### src/rtl/matrix_pkg.sv
// Shared definitions for the matrix result streamer.
//   ELEM_W / MAX_ELEMS : element width and capacity of the packed result bus
//   ROW_* / COL_*      : bit positions of the rows/cols fields in res_dim
//   stream_state_e     : streamer FSM state encoding
package matrix_pkg;

    localparam int ELEM_W    = 16;
    localparam int MAX_ELEMS = 25;
    localparam int DATA_W    = ELEM_W * MAX_ELEMS;
    localparam int IDX_W     = 5;

    localparam int ROW_MSB = 5;
    localparam int ROW_LSB = 3;
    localparam int COL_MSB = 2;
    localparam int COL_LSB = 0;

    typedef enum logic [1:0] {
        ST_IDLE   = 2'd0,
        ST_STREAM = 2'd1,
        ST_ERR    = 2'd2
    } stream_state_e;

endpackage

### src/rtl/mat_rc_counter.sv
// Row/column position counter for row-major streaming.
//   clk, rst_n : clock, asynchronous active-low reset
//   clear      : force position to (0,0); wins over advance
//   advance    : step one element; col wraps to 0 at cols-1 and row increments
//   rows, cols : dimensions of the result being walked
//   row, col   : current position
//   last       : current position is the final element (rows-1, cols-1)
module mat_rc_counter (
    input  logic       clk,
    input  logic       rst_n,
    input  logic       clear,
    input  logic       advance,
    input  logic [2:0] rows,
    input  logic [2:0] cols,
    output logic [2:0] row,
    output logic [2:0] col,
    output logic       last
);

    logic [2:0] row_q, row_d;
    logic [2:0] col_q, col_d;
    logic       col_end;

    assign col_end = (col_q == cols - 3'd1);

    always_comb begin
        row_d = row_q;
        col_d = col_q;
        if (clear) begin
            row_d = 3'd0;
            col_d = 3'd0;
        end else if (advance) begin
            if (col_end) begin
                col_d = 3'd0;
                row_d = row_q + 3'd1;
            end else begin
                col_d = col_q + 3'd1;
            end
        end
    end

    always_ff @(posedge clk or negedge rst_n) begin
        if (!rst_n) begin
            row_q <= 3'd0;
            col_q <= 3'd0;
        end else begin
            row_q <= row_d;
            col_q <= col_d;
        end
    end

    assign row  = row_q;
    assign col  = col_q;
    assign last = (row_q == rows - 3'd1) && col_end;

endmodule

### src/rtl/matrix_result_streamer.sv
// Captures one finished matrix result and streams it row-major, one element
// per beat, over a valid/ready interface. Failed or malformed results are
// reported as a single error beat.
//   clk, rst_n          : clock, asynchronous active-low reset
//   res_done/res_error  : result strobe and its failure qualifier
//   res_data            : packed elements, element i at [i*ELEM_W +: ELEM_W]
//   res_dim             : [5:3] rows, [2:0] cols
//   busy                : a beat is pending (STREAM or ERR)
//   out_valid/out_ready : beat handshake
//   out_data/row/col    : current element and its position
//   out_last/out_error  : final beat of the result / error token
//   dropped             : a res_done arrived while busy and was ignored
//   dbg_state           : FSM state for observation
//
// Handshake: a beat transfers on a rising edge where out_valid && out_ready.
// While out_valid is high and out_ready low, every out_* signal is held.
module matrix_result_streamer
    import matrix_pkg::*;
(
    input  logic              clk,
    input  logic              rst_n,
    input  logic              res_done,
    input  logic              res_error,
    input  logic [DATA_W-1:0] res_data,
    input  logic [5:0]        res_dim,
    output logic              busy,
    output logic              out_valid,
    input  logic              out_ready,
    output logic [ELEM_W-1:0] out_data,
    output logic [2:0]        out_row,
    output logic [2:0]        out_col,
    output logic              out_last,
    output logic              out_error,
    output logic              dropped,
    output stream_state_e     dbg_state
);

    stream_state_e     state_q, state_d;
    logic [DATA_W-1:0] buf_q, buf_d;
    logic [2:0]        rows_q, rows_d;
    logic [2:0]        cols_q, cols_d;

    logic [2:0]        in_rows, in_cols;
    logic [5:0]        in_prod;
    logic              in_invalid;

    logic              cnt_clear, cnt_adv, cnt_last;
    logic [2:0]        cnt_row, cnt_col;
    logic [IDX_W-1:0]  elem_idx;

    logic              accept, accept_end, eval;

    assign in_rows = res_dim[ROW_MSB:ROW_LSB];
    assign in_cols = res_dim[COL_MSB:COL_LSB];
    // 6-bit product so 7x7 cannot wrap below MAX_ELEMS.
    assign in_prod = {3'b000, in_rows} * {3'b000, in_cols};
    assign in_invalid = res_error || (in_rows == 3'd0) || (in_cols == 3'd0)
                        || (in_prod > 6'(MAX_ELEMS));

    assign elem_idx = ({2'b00, cnt_row} * {2'b00, cols_q}) + {2'b00, cnt_col};

    mat_rc_counter u_rc (
        .clk     (clk),
        .rst_n   (rst_n),
        .clear   (cnt_clear),
        .advance (cnt_adv),
        .rows    (rows_q),
        .cols    (cols_q),
        .row     (cnt_row),
        .col     (cnt_col),
        .last    (cnt_last)
    );

    // Outputs are decoded from registered state so they fall to their
    // reset values the moment rst_n is asserted.
    always_comb begin
        busy      = (state_q != ST_IDLE);
        out_valid = busy;
        out_error = (state_q == ST_ERR);
        out_last  = out_error || ((state_q == ST_STREAM) && cnt_last);
        out_data  = '0;
        out_row   = 3'd0;
        out_col   = 3'd0;
        if (state_q == ST_STREAM) begin
            out_data = buf_q[int'(elem_idx) * ELEM_W +: ELEM_W];
            out_row  = cnt_row;
            out_col  = cnt_col;
        end
    end

    assign accept     = out_valid && out_ready;
    assign accept_end = accept && out_last;
    // A result arriving on the closing accept is taken as if idle, so the
    // next stream starts without a bubble.
    assign eval       = res_done && ((state_q == ST_IDLE) || accept_end);
    assign dropped    = res_done && busy && !accept_end;
    assign dbg_state  = state_q;

    always_comb begin
        state_d   = state_q;
        buf_d     = buf_q;
        rows_d    = rows_q;
        cols_d    = cols_q;
        cnt_clear = 1'b0;
        cnt_adv   = 1'b0;
        if (eval) begin
            cnt_clear = 1'b1;
            if (in_invalid) begin
                state_d = ST_ERR;
            end else begin
                state_d = ST_STREAM;
                buf_d   = res_data;
                rows_d  = in_rows;
                cols_d  = in_cols;
            end
        end else begin
            case (state_q)
                ST_STREAM: begin
                    if (accept) begin
                        if (cnt_last) begin
                            state_d   = ST_IDLE;
                            cnt_clear = 1'b1;
                        end else begin
                            cnt_adv = 1'b1;
                        end
                    end
                end
                ST_ERR: begin
                    if (accept) begin
                        state_d = ST_IDLE;
                    end
                end
                default: begin
                    state_d = ST_IDLE;
                end
            endcase
        end
    end

    always_ff @(posedge clk or negedge rst_n) begin
        if (!rst_n) begin
            state_q <= ST_IDLE;
            buf_q   <= '0;
            rows_q  <= 3'd0;
            cols_q  <= 3'd0;
        end else begin
            state_q <= state_d;
            buf_q   <= buf_d;
            rows_q  <= rows_d;
            cols_q  <= cols_d;
        end
    end

endmodule

### config.mk
export PLATFORM = sky130hd
export DESIGN_NAME = matrix_result_streamer
export DESIGN_NICKNAME = d
export VERILOG_FILES = /design/src/rtl/matrix_pkg.sv /design/src/rtl/mat_rc_counter.sv /design/src/rtl/matrix_result_streamer.sv
export SDC_FILE = /design/constraint.sdc
export NUM_CORES = 1
export LEC_CHECK = 0
export CORE_ASPECT_RATIO = 0.75
export CORE_MARGIN = 3
export CORE_UTILIZATION = 35
export CTS_CLUSTER_DIAMETER = 50
export DETAILED_ROUTE_END_ITERATION = 12
export PLACE_DENSITY_LB_ADDON = 0.08
export SLEW_MARGIN = 25
export SYNTH_ARGS = -nofsm -noshare
export SYNTH_HDL_FRONTEND = slang
export SYNTH_SLANG_ARGS = --single-unit
### constraint.sdc
create_clock -name clk -period 6.9 [get_ports clk]
set_clock_uncertainty 0.05 [all_clocks]
set_input_delay 0.69 -clock clk [delete_from_list [all_inputs] [get_ports clk]]
set_output_delay 0.69 -clock clk [all_outputs]
set_load 0.005 [all_outputs]
==> results of run 1 <==
flip-flops by register name, summed over array words and instances (netlist names):
signal	flops
dbg_state	2
buf_q	400
cols_q	3
u_rc.col	3
u_rc.row	3
rows_q	3
power groups by stage:
stage	Clock (µW)	Sequential (µW)	Combinational, µW
global route	2830	4450	5320
floorplan	0	4060	3080
CTS	2720	4300	5030
detailed placement	0	4340	5000
finish	2650	4290	4960
global placement	0	4300	4980
critical path, stage by stage (launching register included):
cell	delay (ns)
dfrtp_1	0.46
nand2_1	0.11
fa_1	0.54
inv_1	0.05
fa_1	0.50
inv_1	0.06
fa_1	0.78
nand2b_1	0.55
o22ai_1	0.18
a2111oi_0	0.70
a21oi_1	0.14
o2bb2ai_1	0.20
clkdlybuf4s50_1	0.66
routing by layer:
layer | vias up | global-route usage
li1 | 5724 | -
met1 | 6639 | 0.302
met2 | 350 | 0.342
met3 | 78 | 0.0665
met4 | 18 | 0.0384
met5 | - | 0
cell usage after synthesis (2+ instances only):
| cell | count | share of area |
|---|---|---|
| mux2_2 | 128 | 0.074 |
| o2bb2ai_1 | 17 | 0.0076 |
| fa_1 | 5 | 0.0051 |
| buf_1 | 9 | 0.0017 |
| a221oi_1 | 8 | 0.0036 |
| xor3_1 | 2 | 0.0024 |
| buf_6 | 26 | 0.015 |
| a21oi_1 | 13 | 0.0033 |
| ha_1 | 17 | 0.011 |
| o22ai_1 | 21 | 0.0067 |
| clkbuf_1 | 25 | 0.0048 |
| buf_12 | 2 | 0.0020 |
| buf_2 | 4 | 0.0010 |
| mux2i_1 | 26 | 0.013 |
| xnor2_1 | 8 | 0.0036 |
| xor2_1 | 2 | 0.00089 |
| and2_1 | 19 | 0.0061 |
| a211oi_1 | 9 | 0.0034 |
| a21o_1 | 2 | 0.00077 |
| buf_4 | 7 | 0.0027 |
| a2111oi_0 | 8 | 0.0036 |
| nand3b_1 | 2 | 0.00077 |
| mux2_1 | 306 | 0.18 |
| a22oi_1 | 38 | 0.015 |
| nand2b_1 | 4 | 0.0013 |
| o21ai_0 | 7 | 0.0018 |
| nand3_1 | 8 | 0.0020 |
| inv_1 | 12 | 0.0023 |
| nor3_1 | 3 | 0.00077 |
| nor3_2 | 2 | 0.0010 |
| nor2_1 | 13 | 0.0025 |
| dfrtp_1 | 414 | 0.53 |
| and2_0 | 2 | 0.00064 |
| buf_8 | 11 | 0.0084 |
| mux4_2 | 64 | 0.074 |
| nand2_1 | 31 | 0.0059 |
| nor2b_1 | 11 | 0.0035 |
| nor3b_1 | 2 | 0.00077 |
area by class of cell:
type                    count  share of cell area
clock inverters            20             0.00775
diodes                      4            0.000380
clock buffers              68              0.0550
well taps                 722              0.0343
repair buffers            470               0.182
inverters                  12             0.00171
multi-input cells         786               0.325
flip-flops and latches    414               0.394
logic make-up after synthesis:
family / Yosys count / share of synthesized area
buf+inv: 96 / 0.0379
fa+ha+maj: 22 / 0.0160
simple gates: 101 / 0.0271
compound gates: 127 / 0.0469
mux: 524 / 0.336
flops: 414 / 0.529
xor+xnor: 12 / 0.00690
through the flow:
stage / hold WS [ns] / std cells / setup slack, ns
after floorplan: 0.344 / 1296 / 2.67
after global placement: 0.412 / 2404 / 1.37
after detailed placement: 0.419 / 2404 / 1.26
after CTS: 0.0111 / 2492 / 0.613
after global routing: 0.0529 / 2494 / 0.318
final: 0.0300 / 2496 / 0.658
how the worst max path moves through the flow:
stage | start | end | cells past startpoint
floorplan | u_rc.row[2]$_DFFE_PN0P_ | out_data[12] | 13
global placement | u_rc.row[2]$_DFFE_PN0P_ | out_data[3] | 12
detailed placement | u_rc.row[2]$_DFFE_PN0P_ | out_data[2] | 12
CTS | u_rc.row[2]$_DFFE_PN0P_ | out_data[2] | 12
global route | u_rc.row[2]$_DFFE_PN0P_ | out_data[11] | 12
finish | u_rc.row[2]$_DFFE_PN0P_ | out_data[11] | 12
==> impl_metrics.env, run 1 <==
export IMPL_io_buffers=439
export IMPL_stdcell_area_mm2=0.0263
export IMPL_n_fill_cell=4900
export IMPL_place_gp_congestion=0.872
export IMPL_crit_required_ns=6.16
export IMPL_p_clk_frac=0.223
export IMPL_fin_nets=2165
export IMPL_grt_pass1_vias=13800
export IMPL_final_max_slew_violation_count=0
export IMPL_drtIter0Drc=750
export IMPL_p_leak_uw=0.0107
export IMPL_utilization=0.479
export IMPL_asyncSetResetFlopFracSynth=1.00
export IMPL_p_per_area_mw_per_mm2=452
export IMPL_cts_max_level=2
export IMPL_cts_tree="yes"
export IMPL_start_kind="flop"
export IMPL_die_w_um=279
export IMPL_post_cts_resized=0
export IMPL_postPlaceCellArea_mm2=0.0246
export IMPL_grt_pass1_wl_mm=94.1
export IMPL_path_clk_slew_ns=0.06
export IMPL_peakVddDrop_v=0.000280
export IMPL_initial_core_util=0.357
export IMPL_syn_avg_cell_area_um2=15.1
export IMPL_power_frac_comb=0.417
export IMPL_min_period_over_period=0.905
export IMPL_drt_first_pass_iters=4
export IMPL_ys_seq_area_frac=0.529
export IMPL_met2WireLength_mm=29.2
export IMPL_r2r_start="cols_q[0]$_DFFE_PN0P_"
export IMPL_swShare=0.353
export IMPL_insertion_delay_ns=0.56
export IMPL_p_seq_frac=0.361
export IMPL_r2r_cells=9
export IMPL_wl_per_cell_um=25.6
export IMPL_grt_use_total=0.218
export IMPL_tightestPinTransition_ns=1.00
export IMPL_r2r_end="buf_q[89]$_DFFE_PN0P_"
export IMPL_path_max_fanout=16
export IMPL_internal_power_uw=7700
export IMPL_drive_gt1_frac=0.181
export IMPL_vias=12800
export IMPL_period_needed_ns=6.24
export IMPL_rows=74
export IMPL_routed_top_layer="met5"
export IMPL_hp_class="in -> async"
export IMPL_status="completed"
export IMPL_area_growth_synth_to_final_pct=34.3
export IMPL_cts_setup_buffers=0
export IMPL_yosysWarnings=0
export IMPL_gr_total_overflow=0
export IMPL_finalSetupViolations=0
export IMPL_syn_area_mm2=0.0196
export IMPL_ios=440
export IMPL_total_power_uw=11900
export IMPL_cts_hold_buffers=0
export IMPL_met3_length_mm=4.78
export IMPL_multi_input_area_mm2=0.00854
export IMPL_clkSinkCount=414
export IMPL_hold_viol_final=0
export IMPL_worstSetupEndpointType="output port"
export IMPL_synth_flop_cell="dfrtp_1"
export IMPL_rrSetupSlack_ns=3.21
export IMPL_setup_tns_ns=0
export IMPL_fmax_mhz=160
export IMPL_final_common_cell="clkdlybuf4s50_1"
export IMPL_ff_latch_area_mm2=0.0104
export IMPL_cts_buffer_depth=3
export IMPL_place_hpwl_mm=49.1
export IMPL_p_sw_uw=4200
export IMPL_drv_cap=0
export IMPL_critPathArrivalTime_ns=5.50
export IMPL_rsz0062_at_grt="false"
export IMPL_drtAntennaViolNets=0
export IMPL_synth_edff_count=0
export IMPL_die_h_um=211
export IMPL_fp_coreArea_mm2=0.0549
export IMPL_numCtsBuffers=48
export IMPL_vias_per_cell=5.13
export IMPL_synthesis_nets=1729
export IMPL_drt_met1_wl_mm=29.1
export IMPL_synth_cells=1296
export IMPL_crit_type="reg -> out"
export IMPL_grt_max_degree=158
export IMPL_ys_ff_latch=414
export IMPL_layout_common_cells="438 x clkdlybuf4s50_1, 414 x dfrtp_1, 306 x mux2_1, 128 x mux2_2, 64 x mux4_2"
export IMPL_antenna_found_initial=16
export IMPL_wirelength_mm=64.0
export IMPL_route_detailed_drc=0
export IMPL_cts_root_buffer="clkbuf_16"
export IMPL_synth_cell_type_count=46
export IMPL_maxSlewHeadroom=0.331
export IMPL_die_area_mm2=0.0589
No activity file was read; power rests on OpenSTA's default activity.
==> run 2: changes to the inputs <==
- ABC_AREA: default -> 1
==> run 2 against run 1 <==
Against the previous run:
- die area increased by 12%
- hold slack better by 0.0012 ns
- non-clock buffer count up 3
- critical path depth decreased by 1
- via count is 48% higher
- combinational power increased by 51%
- routed wire length up 24%
- sequential power about the same
- worst setup slack worse by 0.080 ns
- synthesized cell count grew 100%
- sequential share of layout area is 3.0 points lower
- area after synthesis is 13% higher
==> impl_metrics.env, run 2 <==
export IMPL_hp_class="in -> async"
export IMPL_cts_setup_buffers=0
export IMPL_finalSetupViolations=0
export IMPL_grt_use_total=0.238
export IMPL_crit_buf_inv=4
export IMPL_numCtsBuffers=50
export IMPL_rrSetupSlack_ns=3.34
export IMPL_clkSinkCount=414
export IMPL_fin_nets=3435
export IMPL_ios=440
export IMPL_io_buffers=439
export IMPL_min_period_over_period=0.916
export IMPL_rsz0062_at_grt="false"
export IMPL_drtAntennaViolNets=0
export IMPL_vias=19000
export IMPL_utilization=0.458
export IMPL_synth_cell_type_count=36
export IMPL_yosysWarnings=0
export IMPL_cts_tree="yes"
export IMPL_synth_flop_cell="dfrtp_1"
export IMPL_ys_ff_latch=414
export IMPL_grt_pass1_wl_mm=119
export IMPL_status="completed"
export IMPL_syn_avg_cell_area_um2=8.31
export IMPL_synth_top_area_frac=0.469
export IMPL_place_gp_congestion=0.854
export IMPL_wirelength_mm=79.1
export IMPL_drt_first_pass_iters=5
export IMPL_largest_register_ffs=400
export IMPL_final_max_slew_violation_count=0
export IMPL_syn_area_mm2=0.0221
export IMPL_route_detailed_drc=0
export IMPL_crit_chain="nand2_1 -> fa_1 -> inv_1 -> fa_1 -> inv_1 -> fa_4 -> clkinv_2 -> o311ai_0 -> a21oi_1 -> nor2_1 -> clkdlybuf4s50_1"
export IMPL_rows=79
export IMPL_drive_gt1_frac=0.143
export IMPL_synthXorXnorAreaFrac=0.00278
export IMPL_asyncSetResetFlopFracSynth=1.00
export IMPL_wl_per_cell_um=20.6
export IMPL_maxSlewHeadroom=0.380
export IMPL_synth_top_family_by_area="compound AO/OA/AOI/OAI gates"
export IMPL_grt_pass1_vias=19300
export IMPL_synth_cells=2655
export IMPL_synth_mux_area_frac=0
export IMPL_p_per_area_mw_per_mm2=514
export IMPL_place_inst=3759
export IMPL_final_common_cell="nand2_1"
export IMPL_crit_required_ns=6.16
export IMPL_critical_path_max_stage_delay_ns=0.76
export IMPL_die_h_um=223
export IMPL_synth_fa_ha_area_frac=0.0142
export IMPL_synth_compound_area_frac=0.205
export IMPL_p_leak_uw=0.0139
export IMPL_fp_coreArea_mm2=0.0622
export IMPL_insertion_delay_ns=0.58
export IMPL_cp_top_family="adder cells"
export IMPL_cts_root_buffer="clkbuf_16"
export IMPL_path_clk_slew_ns=0.06
export IMPL_fmax_mhz=158
export IMPL_die_area_mm2=0.0661
export IMPL_antenna_found_initial=0
export IMPL_peakVddDrop_v=0.000711
export IMPL_ys_seq_area_frac=0.469
export IMPL_period_needed_ns=6.32
export IMPL_path_max_fanout=50
export IMPL_critPathArrivalTime_ns=5.58
export IMPL_synthTopCellsByCount="647 x nand2_1, 448 x inv_1, 414 x dfrtp_1, 300 x o21ai_2, 152 x nand3_1"
export IMPL_worstSetupEndpointType="output port"
export IMPL_synth_top_area_cell="dfrtp_1"
export IMPL_drv_cap=0
export IMPL_cts_hold_buffers=0
export IMPL_initial_core_util=0.355
export IMPL_grt_max_degree=183
export IMPL_gr_total_overflow=0
export IMPL_critPathSlowestCell="fa_4"
export IMPL_synthesis_nets=3088
export IMPL_die_w_um=296
export IMPL_layout_common_cells="647 x nand2_1, 447 x inv_1, 438 x clkdlybuf4s50_1, 414 x dfrtp_1, 300 x o21ai_2"
export IMPL_yosysMostFrequentCell="nand2_1"
export IMPL_finalNonFillerCells=3850
export IMPL_cts_buffer_depth=3
export IMPL_hold_viol_final=0
export IMPL_cts_max_level=2
export IMPL_setup_tns_ns=0
export IMPL_area_growth_synth_to_final_pct=28.9
export IMPL_place_hpwl_mm=57.4
export IMPL_tightestPinTransition_ns=0.930
export IMPL_drtIter0Drc=1382
export IMPL_post_cts_resized=0
export IMPL_synth_simple_area_share=0.174
export IMPL_synth_edff_count=0
export IMPL_top_register="buf_q"
export IMPL_netlist_top_cells_area="dfrtp_1 47%, o21ai_2 12%, nand2_1 11%, inv_1 7.6%, buf_6 3.8%"
export IMPL_crit_type="reg -> out"
export IMPL_start_kind="flop"
export IMPL_vias_per_cell=4.93
export IMPL_n_antenna_cell=0
-- run 2: changes by cell type after synthesis, sizes merged, moves of 34 or more --
cell	previous run	this run
inv	12	453
mux2	434	0
a22oi	38	4
nand2	31	648
mux4	64	0
nor2	13	141
buf	59	101
clkbuf	25	77
nand3	8	153
o21ai	7	491
-- run 2: cell families after synthesis --
| kind of cell | Yosys count |
|---|---|
| xor gates and xnor gates | 7 |
| AOI/OAI and AO/OA | 620 |
| buffers and inverters | 632 |
| adders and majority gates | 22 |
| DFF | 414 |
| and+or+nand+nor | 960 |
-- run 2: worst paths after layout --
path / start / end / depth (start not counted)
worst max-delay path: u_rc.row[2]$_DFFE_PN0P_ / out_data[0] / 11
worst min-delay path: rst_n / dbg_state[1]$_DFFE_PN0P_ / 1
worst max register to register: cols_q[0]$_DFFE_PN0P_ / buf_q[148]$_DFFE_PN0P_ / 15
worst min register to register: buf_q[115]$_DFFE_PN0P_ / buf_q[115]$_DFFE_PN0P_ / 2
max in group asynchronous: rst_n / buf_q[154]$_DFFE_PN0P_ / 3
min in group clk: buf_q[115]$_DFFE_PN0P_ / buf_q[115]$_DFFE_PN0P_ / 2
-- run 2: report_power, final --
group          internal (µW)  total, µW  leakage (µW)  switching, µW
clock                   1700       2810      0.000856           1110
sequential              3560       4300       0.00515            742
combinational           2510       7510       0.00793           5000
total                   7770      14600        0.0139           6850
-- run 2: per-layer routing --
metal | wire length, µm | track usage | vias to the layer above
li1 | - | - | 9126
met1 | 36700 | 0.347 | 9181
met2 | 36100 | 0.368 | 559
met3 | 4600 | 0.0417 | 102
met4 | 1800 | 0.0580 | 0
met5 | 0 | 0 | -
-- run 2: through the flow --
step / cell area, µm² / power, µW / hold slack (ns) / setup WS [ns]
3_3_place_gp: 26700 / 11700 / 0.409 / 1.41
4_1_cts: 28400 / 14700 / 0.0557 / 0.668
2_1_floorplan: 22100 / 8870 / 0.344 / 2.90
6_report: 28500 / 14600 / 0.0311 / 0.578
3_5_place_dp: 26700 / 11900 / 0.415 / 1.32
5_1_grt: 28500 / 15700 / 0.0844 / 0.241
-- run 2: layout make-up --
| cell class | instances | area (µm²) |
|---|---|---|
| Clock buffer | 66 | 1450 |
| Clock inverter | 24 | 300 |
| Fill cell | 6135 | 33700 |
| Inverter | 454 | 1710 |
| Multi-Input combinational cell | 1609 | 8840 |
| Sequential cell | 414 | 10400 |
| Tap cell | 810 | 1010 |
| Timing Repair Buffer | 473 | 4790 |
-- run 2: worst register-to-register path, delay by kind of cell, from the launching register on --
kind                     cells  cell delay (ns)
AO/OA/AOI/OAI                1             0.05
adder cells (fa/ha/maj)      1             0.29
buffers and inverters        4             1.07
flip-flops                   1             0.44
AND/OR/NAND/NOR              9             1.54
